===== config.mk =====
export PLATFORM = sky130hd
export DESIGN_NAME = mult_pipe_top
export DESIGN_NICKNAME = d
export VERILOG_FILES = /design/src/rtl/mult_pkg.sv /design/src/rtl/mult_core.sv /design/src/rtl/mult_pipe_top.sv
export SDC_FILE = /design/constraint.sdc
export NUM_CORES = 1
export LEC_CHECK = 0
export BUFFER_PORTS_ARGS = -buffer_cell sky130_fd_sc_hd__buf_2
export CAP_MARGIN = 5
export CORE_MARGIN = 1.5
export CORE_UTILIZATION = 49
export CTS_CLUSTER_DIAMETER = 120
export DETAILED_ROUTE_END_ITERATION = 16
export PLACE_DENSITY = 0.62
export SYNTH_ARGS = -nofsm -noshare
export SYNTH_HDL_FRONTEND = slang
export SYNTH_SLANG_ARGS = --single-unit

===== constraint.sdc =====
create_clock -name clk -period 8.2 [get_ports clk]
set_input_delay 0.41 -clock clk [delete_from_list [all_inputs] [get_ports clk]]
set_output_delay 0.41 -clock clk [all_outputs]
set_load 0.02 [all_outputs]

===== src/rtl/mult_pkg.sv =====
// ============================================================================
// Module      : mult_pkg
// Description : Shared constants, operand mode type and truncation helper
//               for the pipelined multiplier wrapper.
// Revision    : 1.0 - initial release
// ============================================================================
`default_nettype none

package mult_pkg;

    localparam int LATENCY_MIN = 2;
    localparam int LATENCY_MAX = 8;
    localparam int MASK_W      = 64;

    // Mode bits that travel alongside each operand pair.
    typedef struct packed {
        logic signed_en;
        logic approx_en;
    } mult_mode_t;

    // Ones in bits [width-1:trunc], zero elsewhere.
    function automatic logic [MASK_W-1:0] trunc_mask(input int width, input int trunc);
        logic [MASK_W-1:0] m;
        m = '0;
        for (int i = 0; i < MASK_W; i++) begin
            if (i < width && i >= trunc) begin
                m[i] = 1'b1;
            end
        end
        return m;
    endfunction

endpackage

`default_nettype wire


===== src/rtl/mult_core.sv =====
// ============================================================================
// Module      : mult_core
// Description : Combinational WIDTH x WIDTH signed/unsigned multiplier.
// Revision    : 1.0 - initial release
// ============================================================================
`default_nettype none

module mult_core #(
    parameter int WIDTH = 16
) (
    input  logic [WIDTH-1:0]   a,
    input  logic [WIDTH-1:0]   b,
    input  logic               signed_en,
    output logic [2*WIDTH-1:0] p
);

    logic [2*WIDTH-1:0] w_a_ext;
    logic [2*WIDTH-1:0] w_b_ext;

    // Low 2*WIDTH bits of the extended product equal the exact product in both modes.
    assign w_a_ext = signed_en ? {{WIDTH{a[WIDTH-1]}}, a} : {{WIDTH{1'b0}}, a};
    assign w_b_ext = signed_en ? {{WIDTH{b[WIDTH-1]}}, b} : {{WIDTH{1'b0}}, b};
    assign p       = w_a_ext * w_b_ext;

endmodule

`default_nettype wire


===== src/rtl/mult_pipe_top.sv =====
// ============================================================================
// Module      : mult_pipe_top
// Description : Valid/ready pipelined wrapper around mult_core with operand
//               truncation mode and completed-operation counter.
// Revision    : 1.0 - initial release
// ============================================================================
`default_nettype none

module mult_pipe_top
    import mult_pkg::*;
#(
    parameter int WIDTH   = 16,
    parameter int LATENCY = 3,
    parameter int TRUNC   = 4,
    parameter int CNT_W   = 16
) (
    input  logic               clk,
    input  logic               rst,
    input  logic               in_valid,
    output logic               in_ready,
    input  logic [WIDTH-1:0]   x,
    input  logic [WIDTH-1:0]   y,
    input  logic               signed_en,
    input  logic               approx_en,
    output logic               out_valid,
    input  logic               out_ready,
    output logic [2*WIDTH-1:0] p_out,
    output logic [CNT_W-1:0]   op_count
);

    typedef struct packed {
        logic [WIDTH-1:0] x;
        logic [WIDTH-1:0] y;
        mult_mode_t       mode;
    } s0_payload_t;

    localparam logic [WIDTH-1:0] c_trunc_mask = WIDTH'(trunc_mask(WIDTH, TRUNC));

    if (LATENCY < LATENCY_MIN || LATENCY > LATENCY_MAX) begin : g_latency_check
        $error("mult_pipe_top: LATENCY out of range");
    end

    logic [LATENCY-1:0] r_v;
    logic [LATENCY-1:0] w_rdy;
    s0_payload_t        r_s0;
    s0_payload_t        w_s0_next;
    logic [2*WIDTH-1:0] r_prod [LATENCY-1];
    logic [CNT_W-1:0]   r_cnt;

    logic [WIDTH-1:0]   w_a;
    logic [WIDTH-1:0]   w_b;
    logic [2*WIDTH-1:0] w_core_p;

    // A stage may advance if any stage at or after it is empty, or the sink drains.
    always_comb begin
        logic acc;
        acc = out_ready;
        for (int i = LATENCY - 1; i >= 0; i--) begin
            acc      = acc || !r_v[i];
            w_rdy[i] = acc;
        end
    end

    assign w_s0_next.x              = x;
    assign w_s0_next.y              = y;
    assign w_s0_next.mode.signed_en = signed_en;
    assign w_s0_next.mode.approx_en = approx_en;

    assign w_a = r_s0.mode.approx_en ? (r_s0.x & c_trunc_mask) : r_s0.x;
    assign w_b = r_s0.mode.approx_en ? (r_s0.y & c_trunc_mask) : r_s0.y;

    mult_core #(
        .WIDTH(WIDTH)
    ) u_core (
        .a        (w_a),
        .b        (w_b),
        .signed_en(r_s0.mode.signed_en),
        .p        (w_core_p)
    );

    always_ff @(posedge clk or posedge rst) begin
        if (rst) begin
            r_v   <= '0;
            r_s0  <= '0;
            r_cnt <= '0;
            for (int i = 0; i < LATENCY - 1; i++) begin
                r_prod[i] <= '0;
            end
        end else begin
            if (w_rdy[0]) begin
                r_v[0] <= in_valid;
                if (in_valid) begin
                    r_s0 <= w_s0_next;
                end
            end
            if (w_rdy[1]) begin
                r_v[1] <= r_v[0];
                if (r_v[0]) begin
                    r_prod[0] <= w_core_p;
                end
            end
            // r_prod[i-1] holds the product for stage i.
            for (int i = 2; i < LATENCY; i++) begin
                if (w_rdy[i]) begin
                    r_v[i] <= r_v[i-1];
                    if (r_v[i-1]) begin
                        r_prod[i-1] <= r_prod[i-2];
                    end
                end
            end
            if (r_v[LATENCY-1] && out_ready) begin
                r_cnt <= r_cnt + CNT_W'(1);
            end
        end
    end

    assign in_ready  = w_rdy[0];
    assign out_valid = r_v[LATENCY-1];
    assign p_out     = r_prod[LATENCY-2];
    assign op_count  = r_cnt;

endmodule

`default_nettype wire


==> impl_metrics.tcl, run 1 <==
set metrics [dict create \
    status "complete, no violations" \
    drt-initial-drc-count 542 \
    slew_headroom 0.347 \
    cts_htree_levels 4 \
    wl_per_cell_um 17.8 \
    syn_to_final_growth_pct 7.14 \
    synthDistinctLibCells 55 \
    worstMarginPinSlew_ns 0.975 \
    hpwlAfterDp_mm 31.8 \
    vias 11000 \
    vias_per_cell 5.06 \
    grt_use_met3 0.0362 \
    die_h_um 191 \
    firstDrtPassIters 5 \
    clockBufferDepth 2 \
    path_cells "nor2b_1 -> nand2_1 -> fa_1 -> fa_1 -> inv_1 -> fa_1 -> inv_1 -> fa_1 -> inv_1 -> fa_1 -> fa_1 -> fa_1 -> fa_1 -> ha_1 -> a21o_1 -> a21oi_1 -> o21ai_0 -> a21oi_1 -> a21oi_1 -> o311ai_2 -> a21oi_1 -> o31ai_2" \
    grt_pass1_vias 12300 \
    ios 88 \
    cp_slowest_cell "fa_1" \
    post_synth_instance_area_sq_mm 0.0174 \
    numCtsBuffers 17 \
    final_core_util 0.536 \
    postCtsHoldBufs 0 \
    diodes 0 \
    finalCritPeriodShare 0.932 \
    finClkSkew_ns 0.0120 \
    synth_cells 1685 \
    initial_core_util 0.500 \
    setup_violations 0 \
    use_met2 0.358 \
    grt.overflow.total 0 \
    die_area_sq_mm 0.0366 \
    path_common_cell "fa_1" \
    start_kind "flip-flop" \
    drive_gt1_frac 0.129 \
    endpoint_kind "flip-flop" \
    fmax_mhz 131 \
    grt_util_all_layers 0.232 \
    placed_area_sq_mm 0.0180 \
    synth.area.top_cells "fa_1, dfrtp_1, ha_1" \
    cp.required_ns 8.53 \
    nets 2221 \
    clk_pin_slew_ns 0.06 \
    arrival_ns 7.98 \
    synth-seq-cells 117 \
    cpPeakStageDelay_ns 0.62 \
    cts_num_sinks 117 \
    cts_tree "done" \
    synth_warnings 0 \
    clockRootBuffer "clkbuf_16" \
    grt_max_degree 64 \
    synthArstFlopShare 1.00 \
    synth.top_cells.by_count "inv_1, fa_1, and2_1" \
    placementRows 68 \
    holdCritPathClass "primary input to asynchronous set/reset pin" \
    clk_latency_ns 0.43 \
    finalHoldViolCount 0 \
    ant_nets 0 \
    core_sq_mm 0.0347 \
    synth_top_flop_cell "dfrtp_1" \
    ys_seq_area_frac 0.169 \
    antenna_found_initial 0 \
    drv_cap 0 \
    postRouteWirelength_mm 39.0 \
    gp_congestion 0.880 \
    drc 0 \
    crit_fanout 9 \
    grt_setup_unrepaired "no" \
    final_area_sq_mm 0.0186 \
    synth_edf_count 0 \
    yosysMostFrequentCell "inv_1" \
    r2r_setup_slack_ns 0.55 \
    portBuffers 87 \
    grt.busiest_layer "met2" \
    yosysTopAreaCell "fa_1" \
    grt.met1_usage 0.341 \
    avgSynthCellArea_sq_um 10.3 \
    die_w_um 191 \
    crit_type "flip-flop to flip-flop" \
    postCtsSetupBuffers 0 \
    synth_top_area_share 0.399 \
    drv_slew 0 \
    setup_tns_ns 0 \
    syn_nets 2189 \
    cts-resized-gates 0 \
    period_needed_ns 7.65 \
    grt_pass1_wl_mm 64.9 \
]
-- flip-flops by register name, indices dropped and copies added, names as in the netlist --
name,count
op_count,16
p_out,32
r_prod,32
r_s0,34
r_v,3
-- cell type report --
type / instances / area, sq um
Fill cell: 3160 / 16100
Multi-Input combinational cell: 1128 / 12700
Sequential cell: 117 / 2930
Inverter: 350 / 1320
Tap cell: 455 / 569
Timing Repair Buffer: 103 / 556
Clock buffer: 19 / 453
Clock inverter: 13 / 114
-- per-stage QoR --
| stage | hold slack (ns) | std cells | worst slack [ns] |
|---|---|---|---|
| final | 0.100 | 2185 | 0.555 |
| after global routing | 0.160 | 2185 | 0.0900 |
| after CTS | 0.121 | 2185 | 0.520 |
| after detailed placement | 0.464 | 2153 | 0.553 |
| after global placement | 0.457 | 2153 | 0.754 |
| after floorplan | 0.435 | 1685 | 1.04 |
-- layout by cell type (no fill, tap or decap), drive strengths merged, types with 19 or more instances in the layout --
master  synthesis  routed
dfrtp         117     117
clkbuf         55      19
a21oi          30      30
nand3          20      20
inv           350     357
nand2         172     172
and2          178     178
xnor2          51      51
buf            35     103
mux2           67      67
ha            120     120
o21ai          27      27
fa            346     346
-- final timing paths --
| path | startpoint | end | depth (start not counted) |
|---|---|---|---|
| max | r_s0[0]$_DFFE_PP0P_ | r_prod[63]$_DFFE_PP0P_ | 22 |
| min | rst | p_out[25]$_DFFE_PP0P_ | 2 |
| max reg2reg | r_s0[0]$_DFFE_PP0P_ | r_prod[63]$_DFFE_PP0P_ | 22 |
| min reg2reg | op_count[15]$_DFFE_PP0P_ | op_count[15]$_DFFE_PP0P_ | 1 |
| max in group asynchronous | rst | r_s0[23]$_DFFE_PP0P_ | 3 |
| min in group clk | in_valid | r_v[0]$_DFFE_PP0N_ | 2 |
-- metal layers --
metal  wire length (um)  part of all wire
met5                  0                 0
met4                769             0.020
met3               2040             0.052
met1              19000              0.49
met2              17200              0.44
-- cell families after synthesis --
kind of cell,count (synthesis),share of synthesized area
AO/OA/AOI/OAI,102,0.0399
XOR/XNOR,68,0.0343
adder cells (fa/ha/maj),466,0.486
buffers and inverters,440,0.102
flip-flops,117,0.169
multiplexers,68,0.0441
AND/OR/NAND/NOR,424,0.125
-- worst max-delay path: cells and delay by family (launching register included) --
kind                     cells  cell delay, ns
buffers and inverters        3            0.40
AND/OR/NAND/NOR              2            0.60
flip-flops                   1            0.47
AO/OA/AOI/OAI                8            1.52
adder cells (fa/ha/maj)      9            4.56
Power of run 1 is not shown: default switching activity piles up to over one toggle a cycle in this logic, so the estimate is an artifact.
==> inputs of run 2 (changes only) <==
CAP_MARGIN = not set   (was 5)
CORE_ASPECT_RATIO = 2   (was not set)
==> impl_metrics.tcl, run 2 (synthesis gave the netlist of run 1 again) <==
set metrics [dict create \
    status "complete, no violations" \
    ios 88 \
    grt_pass1_wl_mm 68.1 \
    setup_tns_ns 0 \
    drv_slew 0 \
    cpPeakStageDelay_ns 0.65 \
    largest_reg_flops 34 \
    holdWs_ns 0.0881 \
    ff2ff_path_depth 23 \
    cp_slowest_cell "fa_1" \
    setup_violations 0 \
    core_sq_mm 0.0350 \
    die_area_sq_mm 0.0366 \
    holdCritPathClass "primary input to asynchronous set/reset pin" \
    crit_fanout 9 \
    antenna_found_initial 0 \
    arrival_ns 8.02 \
    portBuffers 87 \
    drive_gt1_frac 0.130 \
    fmax_mhz 130 \
    diodes 0 \
    grt_max_degree 64 \
    period_needed_ns 7.69 \
    crit_type "flip-flop to flip-flop" \
    slew_headroom 0.416 \
    worstMarginPinSlew_ns 0.876 \
    postCtsHoldBufs 0 \
    initial_core_util 0.496 \
    start_kind "flip-flop" \
    firstDrtPassIters 4 \
    finalHoldViolCount 0 \
    grt_pass1_vias 12900 \
    layout_common_cells "inv_1, fa_1, and2_1, nand2_1, ha_1" \
    placementRows 97 \
    drv_cap 0 \
    finClkSkew_ns 0.0126 \
    layout_commonest_cell "inv_1" \
    vias 11400 \
    clk_pin_slew_ns 0.06 \
    cp.required_ns 8.54 \
    layout.area.seq_sq_mm 0.00293 \
    path_cells "nor2b_1 -> and2_1 -> inv_1 -> fa_1 -> fa_1 -> inv_1 -> fa_1 -> inv_1 -> fa_1 -> inv_1 -> fa_1 -> fa_1 -> fa_1 -> fa_1 -> ha_1 -> a21o_1 -> a21oi_1 -> o21ai_0 -> a21oi_1 -> a21oi_1 -> o311ai_2 -> a21oi_1 -> o31ai_2" \
    largest_register "r_s0" \
    drt-initial-drc-count 320 \
    finalCritPeriodShare 0.937 \
    syn_to_final_growth_pct 7.82 \
    path_common_cell "fa_1" \
    cts_tree "done" \
    nets 2224 \
    grt.overflow.total 0 \
    die_h_um 269 \
    clk_latency_ns 0.43 \
    clockRootBuffer "clkbuf_16" \
    grt_util_all_layers 0.252 \
    grt_setup_unrepaired "no" \
    vias_per_cell 5.25 \
    multi_input_area_sq_mm 0.0127 \
    wl_per_cell_um 19.9 \
    cts_num_sinks 117 \
    nFillCells 3204 \
    die_w_um 136 \
    endpoint_kind "flip-flop" \
    gp_congestion 0.991 \
    hpwlAfterDp_mm 37.1 \
    numCtsBuffers 17 \
    clockBufferDepth 2 \
    cts_htree_levels 4 \
    postRouteWirelength_mm 43.2 \
    ant_nets 0 \
    drc 0 \
]
run 2: cell count changes in the layout (fill, tap and decap cells not counted), sizes merged:
cell    previous run  this run
inv              357       350
buf              103       106
clkinv             5         2
clkbuf            19        22
bufinv             0         6
run 2: per-stage QoR:
step            util  std cells  instance area (sq um)  worst slack [ns]
3_5_place_dp   0.516       2146                  18000             0.303
6_report       0.535       2177                  18700             0.514
5_1_grt        0.535       2177                  18700             0.127
4_1_cts        0.535       2177                  18700             0.266
3_3_place_gp   0.516       2146                  18000             0.500
2_1_floorplan      -       1685                  17400              1.04
run 2: critical path: cells and delay by family, from the launching register on:
| kind | cells | cell delay (ns) |
|---|---|---|
| fa+ha+maj | 9 | 4.56 |
| compound gates | 8 | 1.50 |
| simple gates | 2 | 0.56 |
| buf+inv | 4 | 0.50 |
| flops | 1 | 0.47 |
run 2: worst paths after layout:
| check | start | end | slack [ns] |
|---|---|---|---|
| max in group asynchronous | rst | p_out[27]$_DFFE_PP0P_ | 6.83 |
| setup / recovery | r_s0[0]$_DFFE_PP0P_ | r_prod[63]$_DFFE_PP0P_ | 0.51 |
| hold / removal | rst | p_out[0]$_DFFE_PP0P_ | 0.09 |
| min in group clk | x[2] | r_s0[20]$_DFFE_PP0P_ | 0.21 |
| hold reg to reg | r_prod[41]$_DFFE_PP0P_ | r_prod[41]$_DFFE_PP0P_ | 0.46 |
| setup reg to reg | r_s0[0]$_DFFE_PP0P_ | r_prod[63]$_DFFE_PP0P_ | 0.51 |
run 2: layout make-up:
type,instances,area share
timing repair buffer,106,0.0309
clock buffer,22,0.0253
tap,445,0.0298
sequential,117,0.157
inverter,350,0.0703
clock inverter,9,0.0106
multi-input combinational,1128,0.677
run 2: per-layer routing:
layer / track usage / vias up / routed length, um
li1: - / 5105 / -
met1: 0.227 / 5953 / 13100
met2: 0.494 / 237 / 25500
met3: 0.0250 / 125 / 870
met4: 0.190 / 0 / 3710
met5: 0 / - / 0
run 2: timing repair:
| action | in CTS | in global routing |
|---|---|---|
| buffers inserted | 0 | 0 |
| resized for setup | 0 | 2 |
| endpoints found under the setup margin | 0 | 2 |
Power of run 2 is left out for the same reason.
